==> src/rtl/branch_resolve_unit.sv <==
// rtl/branch_resolve_unit.sv - EX-stage branch resolver: prediction queue, mispredict detection,
// registered BHT/BTB/RAS update bus, redirect pulse and fixed-length flush recovery.
module branch_resolve_unit #(
  parameter int DEPTH          = 8,
  parameter int RECOVER_CYCLES = 3
) (
  input  logic        clk,
  input  logic        resetn,
  input  logic        pf_valid,
  input  logic [31:0] pf_pc,
  input  logic        pf_pred_taken,
  input  logic [31:0] pf_pred_target,
  output logic        pf_ready,
  input  logic        ex_valid,
  input  logic [31:0] ex_pc,
  input  logic [1:0]  ex_br_type,
  input  logic [1:0]  ex_jtype,
  input  logic        ex_taken,
  input  logic [31:0] ex_target,
  output logic        upd_valid,
  output logic [7:0]  upd_bht_index,
  output logic [6:0]  upd_btb_index,
  output logic [22:0] upd_btb_tag,
  output logic [1:0]  upd_br_type,
  output logic [1:0]  upd_jtype,
  output logic        upd_taken,
  output logic [31:0] upd_address,
  output logic        redirect_valid,
  output logic [31:0] redirect_pc,
  output logic [15:0] stat_branches,
  output logic [15:0] stat_mispredicts
);
  localparam int AW = $clog2(DEPTH);
  localparam int CW = (RECOVER_CYCLES > 1) ? $clog2(RECOVER_CYCLES) : 1;

  typedef enum logic {S_RUN, S_FLUSH} state_t;

  state_t        r_state, w_state_nxt;
  logic [CW-1:0] r_cnt, w_cnt_nxt;
  logic [AW:0]   r_wptr, r_rptr;
  logic [31:0]   r_q_pc    [DEPTH];
  logic [31:0]   r_q_tgt   [DEPTH];
  logic          r_q_taken [DEPTH];
  logic [15:0]   r_stat_br, r_stat_mis;

  logic        w_run, w_empty, w_full, w_push, w_pop, w_mispredict, w_upd;
  logic [31:0] w_next_pc, w_head_pc, w_head_tgt;

  assign w_run      = (r_state == S_RUN);
  assign w_empty    = (r_wptr == r_rptr);
  assign w_full     = (r_wptr[AW] != r_rptr[AW]) && (r_wptr[AW-1:0] == r_rptr[AW-1:0]);
  assign pf_ready   = w_run && !w_full;
  assign w_push     = pf_valid && pf_ready;
  assign w_pop      = ex_valid && w_run;
  assign w_head_pc  = r_q_pc[r_rptr[AW-1:0]];
  assign w_head_tgt = r_q_tgt[r_rptr[AW-1:0]];
  assign w_next_pc  = ex_taken ? ex_target : ex_pc + 32'd4;

  // An underflow pop has no prediction to trust, so it both redirects and trains.
  assign w_mispredict = w_pop && (w_empty || (w_head_pc != ex_pc) || (w_head_tgt != w_next_pc));
  assign w_upd        = w_pop && ((ex_br_type != 2'b00) || (ex_jtype != 2'b00) || w_empty);

  assign stat_branches    = r_stat_br;
  assign stat_mispredicts = r_stat_mis;

  always_ff @(posedge clk) begin
    if (w_push) begin
      r_q_pc[r_wptr[AW-1:0]]    <= pf_pc;
      r_q_tgt[r_wptr[AW-1:0]]   <= pf_pred_target;
      r_q_taken[r_wptr[AW-1:0]] <= pf_pred_taken;
    end
  end

  always_ff @(posedge clk or negedge resetn) begin
    if (!resetn) begin
      r_wptr <= '0;
      r_rptr <= '0;
    end else if (w_mispredict) begin
      r_wptr <= '0;
      r_rptr <= '0;
    end else begin
      if (w_push) r_wptr <= r_wptr + {{AW{1'b0}}, 1'b1};
      if (w_pop)  r_rptr <= r_rptr + {{AW{1'b0}}, 1'b1};
    end
  end

  always_ff @(posedge clk or negedge resetn) begin
    if (!resetn) begin
      r_state <= S_RUN;
      r_cnt   <= '0;
    end else begin
      r_state <= w_state_nxt;
      r_cnt   <= w_cnt_nxt;
    end
  end

  always_comb begin
    w_state_nxt = r_state;
    w_cnt_nxt   = r_cnt;
    case (r_state)
      S_RUN: begin
        if (w_mispredict) begin
          w_state_nxt = S_FLUSH;
          w_cnt_nxt   = CW'(RECOVER_CYCLES - 1);
        end
      end
      S_FLUSH: begin
        if (r_cnt == '0) w_state_nxt = S_RUN;
        else             w_cnt_nxt   = r_cnt - CW'(1);
      end
      default: w_state_nxt = S_RUN;
    endcase
  end

  // Update payload and redirect target only load on their strobes and hold otherwise.
  always_ff @(posedge clk or negedge resetn) begin
    if (!resetn) begin
      upd_valid      <= 1'b0;
      upd_bht_index  <= '0;
      upd_btb_index  <= '0;
      upd_btb_tag    <= '0;
      upd_br_type    <= '0;
      upd_jtype      <= '0;
      upd_taken      <= 1'b0;
      upd_address    <= '0;
      redirect_valid <= 1'b0;
      redirect_pc    <= '0;
      r_stat_br      <= '0;
      r_stat_mis     <= '0;
    end else begin
      upd_valid      <= w_upd;
      redirect_valid <= w_mispredict;
      if (w_upd) begin
        upd_bht_index <= ex_pc[9:2];
        upd_btb_index <= ex_pc[8:2];
        upd_btb_tag   <= ex_pc[31:9];
        upd_br_type   <= ex_br_type;
        upd_jtype     <= ex_jtype;
        upd_taken     <= ex_taken;
        upd_address   <= ex_target;
      end
      if (w_mispredict) redirect_pc <= w_next_pc;
      if (w_upd && (r_stat_br != 16'hFFFF))        r_stat_br  <= r_stat_br + 16'd1;
      if (w_mispredict && (r_stat_mis != 16'hFFFF)) r_stat_mis <= r_stat_mis + 16'd1;
    end
  end
endmodule
==> config.mk <==
export PLATFORM = sky130hd
export DESIGN_NAME = branch_resolve_unit
export DESIGN_NICKNAME = d
export VERILOG_FILES = /design/src/rtl/branch_resolve_unit.sv
export SDC_FILE = /design/constraint.sdc
export NUM_CORES = 1
export LEC_CHECK = 0
export BUFFER_PORTS_ARGS = -buffer_cell sky130_fd_sc_hd__buf_2
export CAP_MARGIN = 25
export CORE_ASPECT_RATIO = 2
export CORE_UTILIZATION = 35
export CTS_BUF_LIST = sky130_fd_sc_hd__clkbuf_8
export DETAILED_ROUTE_END_ITERATION = 16
export GPL_TIMING_DRIVEN = 1
export PLACE_DENSITY = 0.63
export SYNTH_ARGS = -nofsm -noshare
export SYNTH_HDL_FRONTEND = slang
export SYNTH_SLANG_ARGS = --single-unit
==> constraint.sdc <==
create_clock -name clk -period 13.4 [get_ports clk]
set_input_delay 1.34 -clock clk [delete_from_list [all_inputs] [get_ports clk]]
set_output_delay 1.34 -clock clk [all_outputs]
set_load 0.01 [all_outputs]
After elaboration in Yosys (flattened, before gate mapping)
Memories as Yosys holds them, arrays and structs flattened.
Index checks and enable logic that the tools add are counted.
{ "totals": {"ff_bits": 152, "ram_bits": 512, "inputBits": 138, "output_inout_bits": 142, "elab_cells": 66, "mem_count": 2} }
{ "op_classes": {"addsub": 6, "n_eq_ne": 9, "n_mux": 13, "n_bitwise": 1, "reduce_logical": 19} }
{ "memory_table": {"columns": ["name", "words", "width", "rd", "rd_ports_with_merged_regs", "write_ports", "line", "rtl"], "rows": [
  ["r_q_pc", 8, 32, 1, 0, 1, "41", "logic [31:0] r_q_pc [DEPTH];"],
  ["r_q_tgt", 8, 32, 1, 0, 1, "42", "logic [31:0] r_q_tgt [DEPTH];"]
]} }
{ "ops": {"columns": ["cell", "count"], "rows": [
  ["32-bit inequality test", 2],
  ["16-bit by 1-bit adder with 16-bit output, second input constant", 2],
  ["32-bit by 3-bit adder with 32-bit output, second input constant", 1],
  ["32-bit two-way mux", 1],
  ["16-bit inequality test, second input constant", 2],
  ["4-bit two-way mux", 4],
  ["4-bit by 1-bit adder with 4-bit output, second input constant", 2],
  ["1-bit logical AND", 8],
  ["2-bit nonzero test", 4],
  ["4-bit == test", 1],
  ["1-bit logical OR", 4],
  ["1-bit two-way mux", 4],
  ["2-bit two-way mux", 2],
  ["2-bit case mux with 2 select lines", 1],
  ["3-bit == test", 1],
  ["2-bit logical NOT", 1],
  ["2-bit by 1-bit inequality test with 1-bit output, second input constant", 1],
  ["2-bit inequality test, second input constant", 1],
  ["1-bit case mux with 2 select lines", 1],
  ["2-bit AND reduction", 1],
  ["2-bit by 1-bit subtractor with 2-bit output, second input constant", 1],
  ["1-bit logical NOT", 1],
  ["1-bit inequality test", 1],
  ["1-bit NOT", 1]
]} }

Depth between registers and ports, before layout
{ "logic_depth": {"depth_word": 7, "mapped_depth": 16, "mapped_depth_nobuf": 11} }

Worst setup path after synthesis
Ideal clock, no wire load.
{ "synth_timing": {"path_type": "reg-to-reg", "start": "register r_rptr[1]", "end": "memory r_q_pc[0][0] (enable)", "setup_ns": 0.565, "arrival_ns": 6.690, "t_required_ns": 12.835, "path_slack_ns": 6.145, "path_stages_with_launch": 11, "n_path_buf": 4, "synth_period_minus_slack_ns": 7.255, "path_cell_list": "dfrtp_1 > buf_2 > buf_2 > clkbuf_1 > buf_1 > xor2_1 > nor4_1 > nor2_1 > and2_0 > nand2b_1 > nor3_1"} }
{ "synth_between": {"elab_chain_len": 7} }
{ "synth_lines": {"columns": ["item", "line", "rtl"], "rows": [
  ["start: declaration", "40", "logic [AW:0] r_wptr, r_rptr;"],
  ["start signal: assignment", "83", "if (w_pop) r_rptr <= r_rptr + {{AW{1'b0}}, 1'b1};"],
  ["3-bit == test", "51", "assign w_full = (r_wptr[AW] != r_rptr[AW]) && (r_wptr[AW-1:0] == r_rptr[AW-1:0]);"],
  ["1-bit logical AND", "51", null],
  ["1-bit logical NOT", "52", "assign pf_ready = w_run && !w_full;"],
  ["1-bit logical AND", "52", null],
  ["net pf_ready", "13", "output logic pf_ready,"],
  ["1-bit logical AND", "53", "assign w_push = pf_valid && pf_ready;"],
  ["1-bit two-way mux (2 in series)", null, null],
  ["end: declaration", "41", null]
]} }
The timed path passes the listed nets, and every way through them passes these cells.

Worst setup path in the final report
{ "layout_timing": {"start": "register r_rptr[2]", "end": "register r_stat_mis[1] (netlist: stat_mispredicts[1])"} }
{ "layout_between": {"elab_chain_len": 6, "word_cells_on_any_way": 9, "cone_classes": "eq/ne (3); reduce/logical (4); memory (2)"} }
{ "layout_lines": {"columns": ["item", "line", "rtl"], "rows": [
  ["memory 8 x 32 bit", null, null],
  ["32-bit inequality test", "60", "assign w_mispredict = w_pop && (w_empty || (w_head_pc != ex_pc) || (w_head_tgt != w_next_pc));"],
  ["1-bit logical OR", "60", null],
  ["1-bit logical OR *", "60", null],
  ["1-bit logical AND *", "60", null],
  ["1-bit logical AND *", "144", "if (w_mispredict && (r_stat_mis != 16'hFFFF)) r_stat_mis <= r_stat_mis + 16'd1;"],
  ["end signal: assignment", "144", null],
  ["end: declaration", "44", "logic [15:0] r_stat_br, r_stat_mis;"]
]} }
Mark *: on every way between the ends. The rest lies on a longest branch, timed or not.
A chain may end at the register's enable or synchronous reset.

==> flow_summary.ini <==
[cells_and_area]
multi_input_area_mm2 = 0.007905
drive_above_1_share = 0.3164
finish.net_count = 2070
fin_util = 0.4123
final-instance-count-excl-fill = 3030
area_growth_syn_to_layout_pct = 16.23
final.fill_count = 7096
flip_flop_and_latch_area_mm2 = 0.01899

[floorplan]
row_count = 144
floorplan.initialDensity = 0.3547
fp.dieH_um = 397.3
floorplan.die_area_mm2 = 0.07934
die_w_um = 199.7
core_area_mm2 = 0.07711
design.portCount = 280

[global_routing]
met2_usage = 0.3231
busiest_layer = met2
gr-total-overflow = 0
groute.layer.met3.usage = 0.05061
vias_in_the_first_global_route = 16390
grt_start_max_net_pins = 79
grt_usage = 0.1915
initial_antenna_violation_count = 22
grt_pass1_wl_um = 108800
gr_layer_usage_met1 = 0.2276

[timing]
timing_max_transition_violations_final = 0
layout_min_cycle_time_ns = 5.824
setup-violations-final = 0
tns_ns = 0
slew_headroom = 0.3373
clock-skew-final_ns = 0.04455
worst_slew_pin_slew_ns = 0.9917
rsz0062_at_grt = false
max_freq_mhz = 171.7
finalHoldViolations = 0
period_share = 0.4346

[power_and_ir_drop]
irDropWorstVdd_uv = 71.52
power.density_mw_per_mm2 = 164.3
power_leakage_nw = 11.07

[logic_synthesis]
number_of_register_bits_inferred_by_synthesis = 656
avg_synthesized_cell_area_um2 = 16.87
synth_area_leaders = sky130_fd_sc_hd__edfxtp_1 (56%), sky130_fd_sc_hd__dfrtp_1 (13%), sky130_fd_sc_hd__mux4_2 (7.2%)
syn_area_mm2 = 0.02735
synth_compound_gate_area_share = 0.03444
synth_nets = 1765
yosys_warnings = 0
synthSimpleGateAreaFrac = 0.06162
synth.largest_area_cell = sky130_fd_sc_hd__edfxtp_1
synth.distinct_cells = 68
ys_seq_area_frac = 0.6938
edff_count_synth = 512
synth.area.mux_share = 0.1574
synth_top_family_by_area = multiplexers
synth.top_cells.by_count = sky130_fd_sc_hd__edfxtp_1 (512), sky130_fd_sc_hd__dfrtp_1 (144), sky130_fd_sc_hd__mux2i_1 (131)
synth_flop_cell = sky130_fd_sc_hd__edfxtp_1
synthXorXnorAreaFrac = 0.02978
synth_top_area_frac = 0.5621
async_reset_ff_frac = 0.2195
synthCells = 1621
synth.most_common_cell = sky130_fd_sc_hd__edfxtp_1
synth_adder_area_share = 0.002745

[cts]
cts_htree_levels = 3
clkLatencyLatePin_ns = 0.74
postCtsSetupRepairBufs = 0
cts_hold_buffers = 0
clk_pin_slew_ns = 0.07
tritoncts = done
clock_path_buffers = 3
cts_sinks = 656
numCtsBuffers = 90
root_buffer_cell = sky130_fd_sc_hd__clkbuf_8
cts_resized = 0

[setup_path]
criticalPathCategory = reg -> reg
r2r_setup_slack_ns = 7.58
crit-reg2reg-launch = r_rptr[2]
critical_path_arrival_ns = 6.44
critPathCaptureType = register
worstSetupStartpointType = register
worstPathRequired_ns = 14.02
reg2reg_to = stat_mispredicts[1]
r2r_cells = 12
capturing_element_of_the_worst_setup_path = stat_mispredicts[1]
critical_path.max_fanout = 54
worst_setup_startpoint = r_rptr[2]

[routing]
via_per_instance_ratio = 5.291
vias = 16030
average_wire_length_per_cell_after_detail_routing_um = 24.89
totalWireLength_um = 75420
drtAntennaViolNets = 0
drt_iter0_drc = 1037
drcViolationCount = 0
detailedRoute.firstPassIterationCount = 5

[placed_design]
portBuffers = 278
gp_congestion = 0.8428
placedCellCount = 2856
dp_hpwl_um = 50730

[status]
run_status = finished, final reports clean

[job]
maxCapViolations = 0

[hold_path]
min-delay-path-class = reg -> reg
hold_start = stat_branches[6]
-- placed cells by master (no fill, tap or decap), drive strengths merged, types with 7 or more instances in the layout --
master,instances
edfxtp,512
buf,304
dfrtp,144
mux2i,131
clkbuf,93
mux2,92
mux4,87
nand2,65
inv,57
xnor2,54
nor2,43
xor2,39
nand3,35
clkinv,35
nand4,26
nor4,25
nand2b,22
nor3,22
a21oi,19
a22oi,18
and3,12
o31ai,12
o21ai,12
or4,12
a22o,10
nor2b,10
a31oi,9
a221oi,9
bufinv,9
and2,8
and4,7
o31a,7
-- layout make-up --
cell class,count,area share
timing repair buffer,304,0.05113
clock buffer,93,0.04026
sequential,656,0.5973
clock inverter,77,0.01901
inverter,26,0.003070
antenna,4,0.0003149
tap,1022,0.04022
multi-input combinational,848,0.2487
-- how the worst min path moves through the flow --
stage | end | slack (ns) | cells after the start
2_1_floorplan | r_cnt[1] | 0.50 | 2
3_3_place_gp | stat_branches[9] | 0.48 | 1
3_5_place_dp | stat_branches[6] | 0.48 | 1
4_1_cts | stat_branches[6] | 0.49 | 1
5_1_grt | stat_branches[11] | 0.52 | 1
6_report | stat_branches[6] | 0.49 | 1
-- layer usage --
metal  up-vias  routed length (um)
li1       6972                   -
met1      8164               28880
met2       709               37470
met3       158                5954
met4        30                2911
met5         -                 203
-- per-stage QoR --
stage	hold slack (ns)	total power, W	area [um2]	setup WS, ns
after detailed placement	0.4809	0.003658	29900	7.061
after global routing	0.5195	0.005459	31790	7.340
after global placement	0.4784	0.003624	29850	7.129
final	0.4888	0.005222	31790	7.576
after CTS	0.4941	0.005276	31780	7.582
after floorplan	0.5032	0.003208	27350	6.145
-- report_power, final --
group          internal (W)  switching [W]
Clock              0.000833       0.000779
Combinational      0.000410       0.000579
Sequential          0.00248       0.000139
Total               0.00373        0.00150
-- critical path: stages, from the launching register on --
cell                      delay [ns]
sky130_fd_sc_hd__dfrtp_4        0.69
sky130_fd_sc_hd__buf_4          0.74
sky130_fd_sc_hd__buf_4          0.74
sky130_fd_sc_hd__mux4_2         0.42
sky130_fd_sc_hd__mux2i_1        0.45
sky130_fd_sc_hd__xor2_1         0.26
sky130_fd_sc_hd__nand4_1        0.11
sky130_fd_sc_hd__or4_1          0.62
sky130_fd_sc_hd__nor4_2         0.39
sky130_fd_sc_hd__a21oi_4        0.19
sky130_fd_sc_hd__buf_4          0.37
sky130_fd_sc_hd__nand2_1        0.20
sky130_fd_sc_hd__mux2_2         0.34
-- flip-flops by register name (all words and copies together), names as in the netlist --
register	count
stat_mispredicts	16
r_q_tgt	256
upd_bht_index	7
upd_valid	1
redirect_pc	32
r_state	1
r_cnt	2
r_wptr	4
upd_taken	1
r_rptr	4
upd_btb_tag	23
r_q_pc	256
redirect_valid	1
stat_branches	16
upd_jtype	2
upd_br_type	2
upd_address	32
-- kinds of logic (layout without fill, tap and decap cells) --
group,count (synthesis),count (layout)
fa+ha+maj,6,6
flops,656,656
compound gates,130,130
mux,310,310
other cells,0,4
simple gates,309,309
xor+xnor,93,93
buf+inv,117,500
No activity file was read; power rests on OpenSTA's default activity.
